File: src/rtl/dpu_instr_issuer_if.sv
// Command handshake and DPU instruction bus for the instruction issuer.
// The issuer takes the master view: it consumes commands and drives instr_en/instr/activate.
interface dpu_instr_issuer_if #(
   parameter int PAYLOAD_W = 27,
   parameter int OPT_W     = 2,
   parameter int MODE_W    = 6,
   parameter int IMM_W     = 8,
   parameter int DLY_W     = 9,
   parameter int ACT_W     = 4
);
   logic                 cmd_valid;
   logic                 cmd_ready;
   logic                 cmd_is_fsm;
   logic [OPT_W-1:0]     cmd_option;
   logic [MODE_W-1:0]    cmd_mode;
   logic [IMM_W-1:0]     cmd_immediate;
   logic [DLY_W-1:0]     cmd_delays;
   logic                 instr_en;
   logic [PAYLOAD_W-1:0] instr;
   logic [ACT_W-1:0]     activate;

   modport master (
      input  cmd_valid, cmd_is_fsm, cmd_option, cmd_mode, cmd_immediate, cmd_delays,
      output cmd_ready, instr_en, instr, activate
   );

   modport slave (
      output cmd_valid, cmd_is_fsm, cmd_option, cmd_mode, cmd_immediate, cmd_delays,
      input  cmd_ready, instr_en, instr, activate
   );
endinterface

File: src/rtl/dpu_instr_issuer.sv
// Packs DPU/FSM config commands into 27-bit payloads, queues them, issues one per cycle,
// and on start drains the queue, leaves one idle cycle, then strobes activate.
//
//   state   | meaning
//   --------+-----------------------------------------------------------
//   S_IDLE  | pops freely; start moves to S_DRAIN
//   S_DRAIN | pops until the queue is empty and nothing is arriving
//   S_GAP   | one quiet cycle, no pop, instr_en low
//   S_ACT   | activate = ACTIVATE_MASK, done pulse, no pop
module dpu_instr_issuer #(
   parameter int         INSTRUCTION_PAYLOAD_WIDTH = 27,
   parameter int         DPU_MODE_WIDTH            = 6,
   parameter int         DPU_IMMEDIATE_WIDTH       = 8,
   parameter int         FSM_MAX_STATES            = 4,
   parameter int         FSM_DELAY_WIDTH           = 3,
   parameter int         QUEUE_DEPTH               = 4,
   parameter logic [3:0] ACTIVATE_MASK             = 4'b0001
) (
   input  logic                               clk,
   input  logic                               rst,
   dpu_instr_issuer_if.master                 bus,
   input  logic                               start,
   input  logic                               issue_en,
   output logic                               busy,
   output logic                               done,
   output logic [$clog2(QUEUE_DEPTH+1)-1:0]   count
);

   localparam int PW      = INSTRUCTION_PAYLOAD_WIDTH;
   localparam int OPT_W   = $clog2(FSM_MAX_STATES);
   localparam int PTR_W   = $clog2(QUEUE_DEPTH);
   localparam int CNT_W   = $clog2(QUEUE_DEPTH + 1);
   localparam int DLY_W   = FSM_DELAY_WIDTH;
   localparam int DPU_PAD = PW - 3 - OPT_W - DPU_MODE_WIDTH - DPU_IMMEDIATE_WIDTH;
   localparam int FSM_PAD = PW - 3 - 3 * DLY_W;

   localparam logic [2:0]       OP_DPU   = 3'd3;
   localparam logic [2:0]       OP_FSM   = 3'd2;
   localparam logic [CNT_W-1:0] FULL_CNT = CNT_W'(QUEUE_DEPTH);
   localparam logic [CNT_W-1:0] CNT_ONE  = CNT_W'(1);
   localparam logic [PTR_W-1:0] PTR_ONE  = PTR_W'(1);

   typedef enum logic [1:0] {
      S_IDLE,
      S_DRAIN,
      S_GAP,
      S_ACT
   } state_t;

   state_t           state;
   state_t           state_nxt;
   logic [PW-1:0]    mem [QUEUE_DEPTH];
   logic [PTR_W-1:0] wr_ptr;
   logic [PTR_W-1:0] rd_ptr;
   logic [PW-1:0]    payload_in;
   logic             push;
   logic             pop;
   logic             pop_allowed;

   // Packing happens at enqueue, so the queue only ever holds finished payloads.
   always_comb begin
      payload_in = '0;
      if (bus.cmd_is_fsm) begin
         payload_in = {OP_FSM,
                       bus.cmd_delays[DLY_W-1:0],
                       bus.cmd_delays[2*DLY_W-1:DLY_W],
                       bus.cmd_delays[3*DLY_W-1:2*DLY_W],
                       {FSM_PAD{1'b0}}};
      end else begin
         payload_in = {OP_DPU, bus.cmd_option, bus.cmd_mode, bus.cmd_immediate,
                       {DPU_PAD{1'b0}}};
      end
   end

   // A full queue refuses the command even if a pop frees a slot on the same edge.
   assign bus.cmd_ready = (count != FULL_CNT);
   assign push          = bus.cmd_valid && bus.cmd_ready;
   assign pop_allowed   = (state == S_IDLE) || (state == S_DRAIN);
   assign pop           = (count != '0) && issue_en && pop_allowed;

   always_ff @(posedge clk) begin
      if (push) begin
         mem[wr_ptr] <= payload_in;
      end
   end

   always_ff @(posedge clk) begin
      if (rst) begin
         wr_ptr <= '0;
         rd_ptr <= '0;
         count  <= '0;
      end else begin
         if (push) begin
            wr_ptr <= wr_ptr + PTR_ONE;
         end
         if (pop) begin
            rd_ptr <= rd_ptr + PTR_ONE;
         end
         case ({push, pop})
            2'b10:   count <= count + CNT_ONE;
            2'b01:   count <= count - CNT_ONE;
            default: count <= count;
         endcase
      end
   end

   // instr holds the last issued payload while instr_en is low.
   always_ff @(posedge clk) begin
      if (rst) begin
         bus.instr_en <= 1'b0;
         bus.instr    <= '0;
      end else begin
         bus.instr_en <= pop;
         if (pop) begin
            bus.instr <= mem[rd_ptr];
         end
      end
   end

   always_ff @(posedge clk) begin
      if (rst) begin
         state <= S_IDLE;
      end else begin
         state <= state_nxt;
      end
   end

   always_comb begin
      state_nxt    = state;
      bus.activate = '0;
      done         = 1'b0;
      busy         = (state != S_IDLE);
      case (state)
         S_IDLE: begin
            if (start) begin
               state_nxt = S_DRAIN;
            end
         end
         S_DRAIN: begin
            // A command landing on the empty edge must still be drained before the gap.
            if ((count == '0) && !push) begin
               state_nxt = S_GAP;
            end
         end
         S_GAP: begin
            state_nxt = S_ACT;
         end
         S_ACT: begin
            bus.activate = ACTIVATE_MASK;
            done         = 1'b1;
            state_nxt    = S_IDLE;
         end
         default: begin
            state_nxt = S_IDLE;
         end
      endcase
   end

   a_count_range: assert property (@(posedge clk) disable iff (rst) count <= FULL_CNT);

   a_quiet_before_act: assert property (@(posedge clk) disable iff (rst)
      (state == S_ACT) |-> (!bus.instr_en && !$past(bus.instr_en)));

endmodule

File: src/flat_wrapper.sv
// flat-port wrapper written by rule: the top's interface ports become plain ports
module dpu_instr_issuer_flat 
#(
   parameter int         INSTRUCTION_PAYLOAD_WIDTH = 27,
   parameter int         DPU_MODE_WIDTH            = 6,
   parameter int         DPU_IMMEDIATE_WIDTH       = 8,
   parameter int         FSM_MAX_STATES            = 4,
   parameter int         FSM_DELAY_WIDTH           = 3,
   parameter int         QUEUE_DEPTH               = 4,
   parameter logic [3:0] ACTIVATE_MASK             = 4'b0001
)
  (clk, rst, start, issue_en, busy, done, count, bus_cmd_valid, bus_cmd_is_fsm, bus_cmd_option, bus_cmd_mode, bus_cmd_immediate, bus_cmd_delays, bus_cmd_ready, bus_instr_en, bus_instr, bus_activate);
  dpu_instr_issuer_if bus_i ();
  input  logic clk;
  input  logic rst;
  input  logic start;
  input  logic issue_en;
  output logic busy;
  output logic done;
  output logic [$clog2(QUEUE_DEPTH+1)-1:0] count;
  input wire logic [$bits(bus_i.cmd_valid)-1:0] bus_cmd_valid;
  input wire logic [$bits(bus_i.cmd_is_fsm)-1:0] bus_cmd_is_fsm;
  input wire logic [$bits(bus_i.cmd_option)-1:0] bus_cmd_option;
  input wire logic [$bits(bus_i.cmd_mode)-1:0] bus_cmd_mode;
  input wire logic [$bits(bus_i.cmd_immediate)-1:0] bus_cmd_immediate;
  input wire logic [$bits(bus_i.cmd_delays)-1:0] bus_cmd_delays;
  output wire logic [$bits(bus_i.cmd_ready)-1:0] bus_cmd_ready;
  output wire logic [$bits(bus_i.instr_en)-1:0] bus_instr_en;
  output wire logic [$bits(bus_i.instr)-1:0] bus_instr;
  output wire logic [$bits(bus_i.activate)-1:0] bus_activate;
  assign bus_i.cmd_valid = bus_cmd_valid;
  assign bus_i.cmd_is_fsm = bus_cmd_is_fsm;
  assign bus_i.cmd_option = bus_cmd_option;
  assign bus_i.cmd_mode = bus_cmd_mode;
  assign bus_i.cmd_immediate = bus_cmd_immediate;
  assign bus_i.cmd_delays = bus_cmd_delays;
  assign bus_cmd_ready = bus_i.cmd_ready;
  assign bus_instr_en = bus_i.instr_en;
  assign bus_instr = bus_i.instr;
  assign bus_activate = bus_i.activate;
  dpu_instr_issuer #(.INSTRUCTION_PAYLOAD_WIDTH(INSTRUCTION_PAYLOAD_WIDTH), .DPU_MODE_WIDTH(DPU_MODE_WIDTH), .DPU_IMMEDIATE_WIDTH(DPU_IMMEDIATE_WIDTH), .FSM_MAX_STATES(FSM_MAX_STATES), .FSM_DELAY_WIDTH(FSM_DELAY_WIDTH), .QUEUE_DEPTH(QUEUE_DEPTH), .ACTIVATE_MASK(ACTIVATE_MASK)) u_core (.clk(clk), .rst(rst), .bus(bus_i), .start(start), .issue_en(issue_en), .busy(busy), .done(done), .count(count));
endmodule
File: config.mk
export PLATFORM = sky130hd
export DESIGN_NAME = dpu_instr_issuer_flat
export DESIGN_NICKNAME = d
export VERILOG_FILES = /design/src/rtl/dpu_instr_issuer_if.sv /design/src/rtl/dpu_instr_issuer.sv /design/src/flat_wrapper.sv
export SDC_FILE = /design/constraint.sdc
export NUM_CORES = 1
export LEC_CHECK = 0
export ABC_AREA = 1
export BUFFER_PORTS_ARGS = -buffer_cell sky130_fd_sc_hd__buf_4
export CAP_MARGIN = 0
export CORE_ASPECT_RATIO = 0.5
export CORE_UTILIZATION = 45
export DETAILED_ROUTE_END_ITERATION = 10
export PLACE_DENSITY_LB_ADDON = 0.12
export SYNTH_ARGS = -nofsm -noshare
export SYNTH_HDL_FRONTEND = slang
export SYNTH_SLANG_ARGS = --single-unit
export TNS_END_PERCENT = 50
File: constraint.sdc
create_clock -name clk -period 2.4 [get_ports clk]
set_clock_uncertainty 0.2 [all_clocks]
set_input_delay 0.36 -clock clk [delete_from_list [all_inputs] [get_ports clk]]
set_output_delay 0.36 -clock clk [all_outputs]
set_load 0.03 [all_outputs]
==> impl_metrics.ini <==
[power_and_ir_drop]
worst_ir_drop_vdd_v = 0.0004654
p_comb_share_pct = 33.2
swShare_pct = 35.32
internal_power_w = 0.003483
p_seq_share_pct = 40.6
p_clk_share_pct = 26.2
power.density_nw_per_um2 = 1074
leakagePower_nw = 2.212
p_sw_w = 0.001902
p_total_w = 0.005385

[sta]
maxSlewViolCount = 0
setup_viol = 0
hold_ws_ns = 0.1629
fin_crit_sh_pct = 91.07
rsz0062_at_grt = no
fin_tns_setup_ns = 0
max_freq_mhz = 457.5
hold_viol_final = 0
period_needed_ns = 2.186

[global_routing]
grt-ovfl-total = 0
grt_max_degree = 38
grt_pass1_vias = 2685
grt_util_all_layers_pct = 17.17
antenna_found_initial = 0
grt_pass1_wl_um = 12630

[synth]
syn_area_um2 = 4250
syn_inst = 453
yosysSeqAreaShare_pct = 61.23
ys_seq_elements = 96
ys_warn_count = 0
synth_area_leaders = edfxtp_1 48%, dfxtp_1 13%, nor2_1 11%
avgSynthCellArea_um2 = 9.383
synth_top_area_share_pct = 48.04
yosysTopAreaCell = edfxtp_1
ys_types = 25

[setup_path]
worst_setup_path_start_kind = register
crit_top_cell = inv_1
cp-end-kind = register
critical_path_buf_inv_count = 3
worst_ep_required_time_ns = 2.43
critical_path.cell_chain = inv_1, ha_1, nor2_1, nor2_1, nand2_2, inv_1, ha_1, inv_1, fa_1, nand2_1, nand3_1, o21ai_0, a21oi_1
cp_top_family = adder cells
worst-setup-path-type = register to register
slowest_delay_ns = 0.38
cp_slowest_cell = fa_1
arrival_ns = 2.21
cp_max_fo = 4

[cts]
post_cts_buffers = 0
clk_path_buf_depth = 2
cts_max_level = 3
cts.sink_count = 96
cts_root_buf = clkbuf_16
clkLatencyLatePin_ns = 0.33
cts.clk_slew.worst_paths_ns = 0.06
cts_buffers = 9
cts_tree = yes

[routing]
drt_wl_total_um = 7771
drt_iter0_drc = 181
drc = 0
post_drt_wl_per_cell_um = 12.28
viasPerCell = 4.490
dr.pass1.iters = 4
drtAntennaViolNets = 0
vias = 2842

[floorplanning]
die_w_um = 139.4
core_um2 = 8919
start_util_pct = 47.66
ios = 69
die_h_um = 70.72
rows = 24
fp.dieArea_um2 = 9861

[cells_and_area]
diodes = 0
area_growth_pct = 17.99
final_common_cell = nor2_1
final_cell_mix = 123 x nor2_1, 86 x nand2_1, 68 x edfxtp_1
fill_cells = 820
finalNetCount = 553
regArea_um2 = 2603
drive_gt1_share_pct = 17.44
fin_area_um2 = 5015
multi_input_area_um2 = 1279

[placed_design]
hpwl_um = 4947
placed_area_um2 = 4702
port_buffers = 56
gp_congestion = 0.7254

[run_status]
status = completed

[run]
drv_cap = 0

[worst_hold_path]
hold_class = primary input to register
-- worst min-delay path: stages --
cell and delay (ns):
buf_4 0.07, nand2_1 0.04, nand2_1 0.10
-- cells in the mapped netlist --
cell type / count
a21oi_1: 7
a21oi_2: 1
buf_1: 1
buf_2: 5
buf_4: 17
buf_6: 6
clkbuf_1: 2
clkinv_1: 1
conb_1: 1
dfxtp_1: 28
edfxtp_1: 68
fa_1: 1
ha_1: 10
inv_1: 44
inv_2: 1
inv_4: 1
nand2_1: 86
nand2_2: 3
nand3_1: 4
nor2_1: 123
nor2_2: 1
o21ai_0: 18
o21ai_1: 22
or2_2: 1
xor2_1: 1
-- per-stage QoR --
| stage | utilization [%] | setup slack (ns) | cells |
|---|---|---|---|
| 5_1_grt | 56.23 | 0.03158 | 633 |
| 4_1_cts | 56.23 | 0.2060 | 633 |
| 3_5_place_dp | 52.72 | 0.2111 | 616 |
| 3_3_place_gp | 52.72 | 0.2696 | 616 |
| 2_1_floorplan | - | 0.01186 | 464 |
| 6_report | 56.23 | 0.2143 | 633 |
-- cell families (layout without fill, tap and decap cells) --
group                    Yosys count  after routing  synth area share (%)
AO/OA/AOI/OAI                     48             48                 5.741
XOR/XNOR                           1              1                0.2061
adder cells (fa/ha/maj)           11             11                 3.415
buffers and inverters             78            130                 9.655
flip-flops                        96             96                 61.23
other                              1             12               0.08823
AND/OR/NAND/NOR                  218            218                 19.66
-- power by group through the flow --
stage / Clock [W] / Combinational, W / Sequential, W
after detailed placement: 0 / 0.00180 / 0.00222
after CTS: 0.00146 / 0.00181 / 0.00219
after global placement: 0 / 0.00179 / 0.00222
after global routing: 0.00153 / 0.00202 / 0.00221
final: 0.00141 / 0.00179 / 0.00218
after floorplan: 0 / 0.00112 / 0.00245
-- flip-flops by register name, summed over array words and instances, names as in the netlist --
register	flops
u_core.bus.instr	18
u_core.bus.instr_en	1
u_core.wr_ptr	2
u_core.rd_ptr	2
u_core.mem	68
u_core.state	2
u_core.count	3
-- final cells by class --
class / instances / area share, %
sequential: 96 / 51.90
multi-input combinational: 290 / 25.50
timing repair buffer: 67 / 10.08
clock buffer: 9 / 4.491
inverter: 47 / 3.568
tap: 117 / 2.919
clock inverter: 7 / 1.547
-- metal layers --
layer / share of wire (%) / GRT usage [%] / vias to the layer above
met5: 0 / 0 / -
met3: 5.4 / 5.416 / 4
li1: - / - / 1516
met2: 45 / 29.70 / 66
met4: 0.77 / 5.185 / 0
met1: 49 / 20.83 / 1256
-- final timing paths --
path	slack (ns)	cells past startpoint	startpoint	to
worst min-delay path	0.16	3	bus_cmd_mode[2]	u_core.mem[3][18]
worst max-delay path	0.21	13	u_core.state[1]	u_core.count[2]
worst min register to register	0.29	2	u_core.bus.instr[25]	u_core.bus.instr[25]
worst max register to register	0.21	13	u_core.state[1]	u_core.count[2]
-- repair_timing --
item | 4_1_cts | 5_1_grt
endpoints found under the hold margin | 3 | 0
setup endpoints to repair | 0 | 0
hold buffers | 1 | 0
resized for setup | 0 | 0
Power figures use the tool's default switching activity.
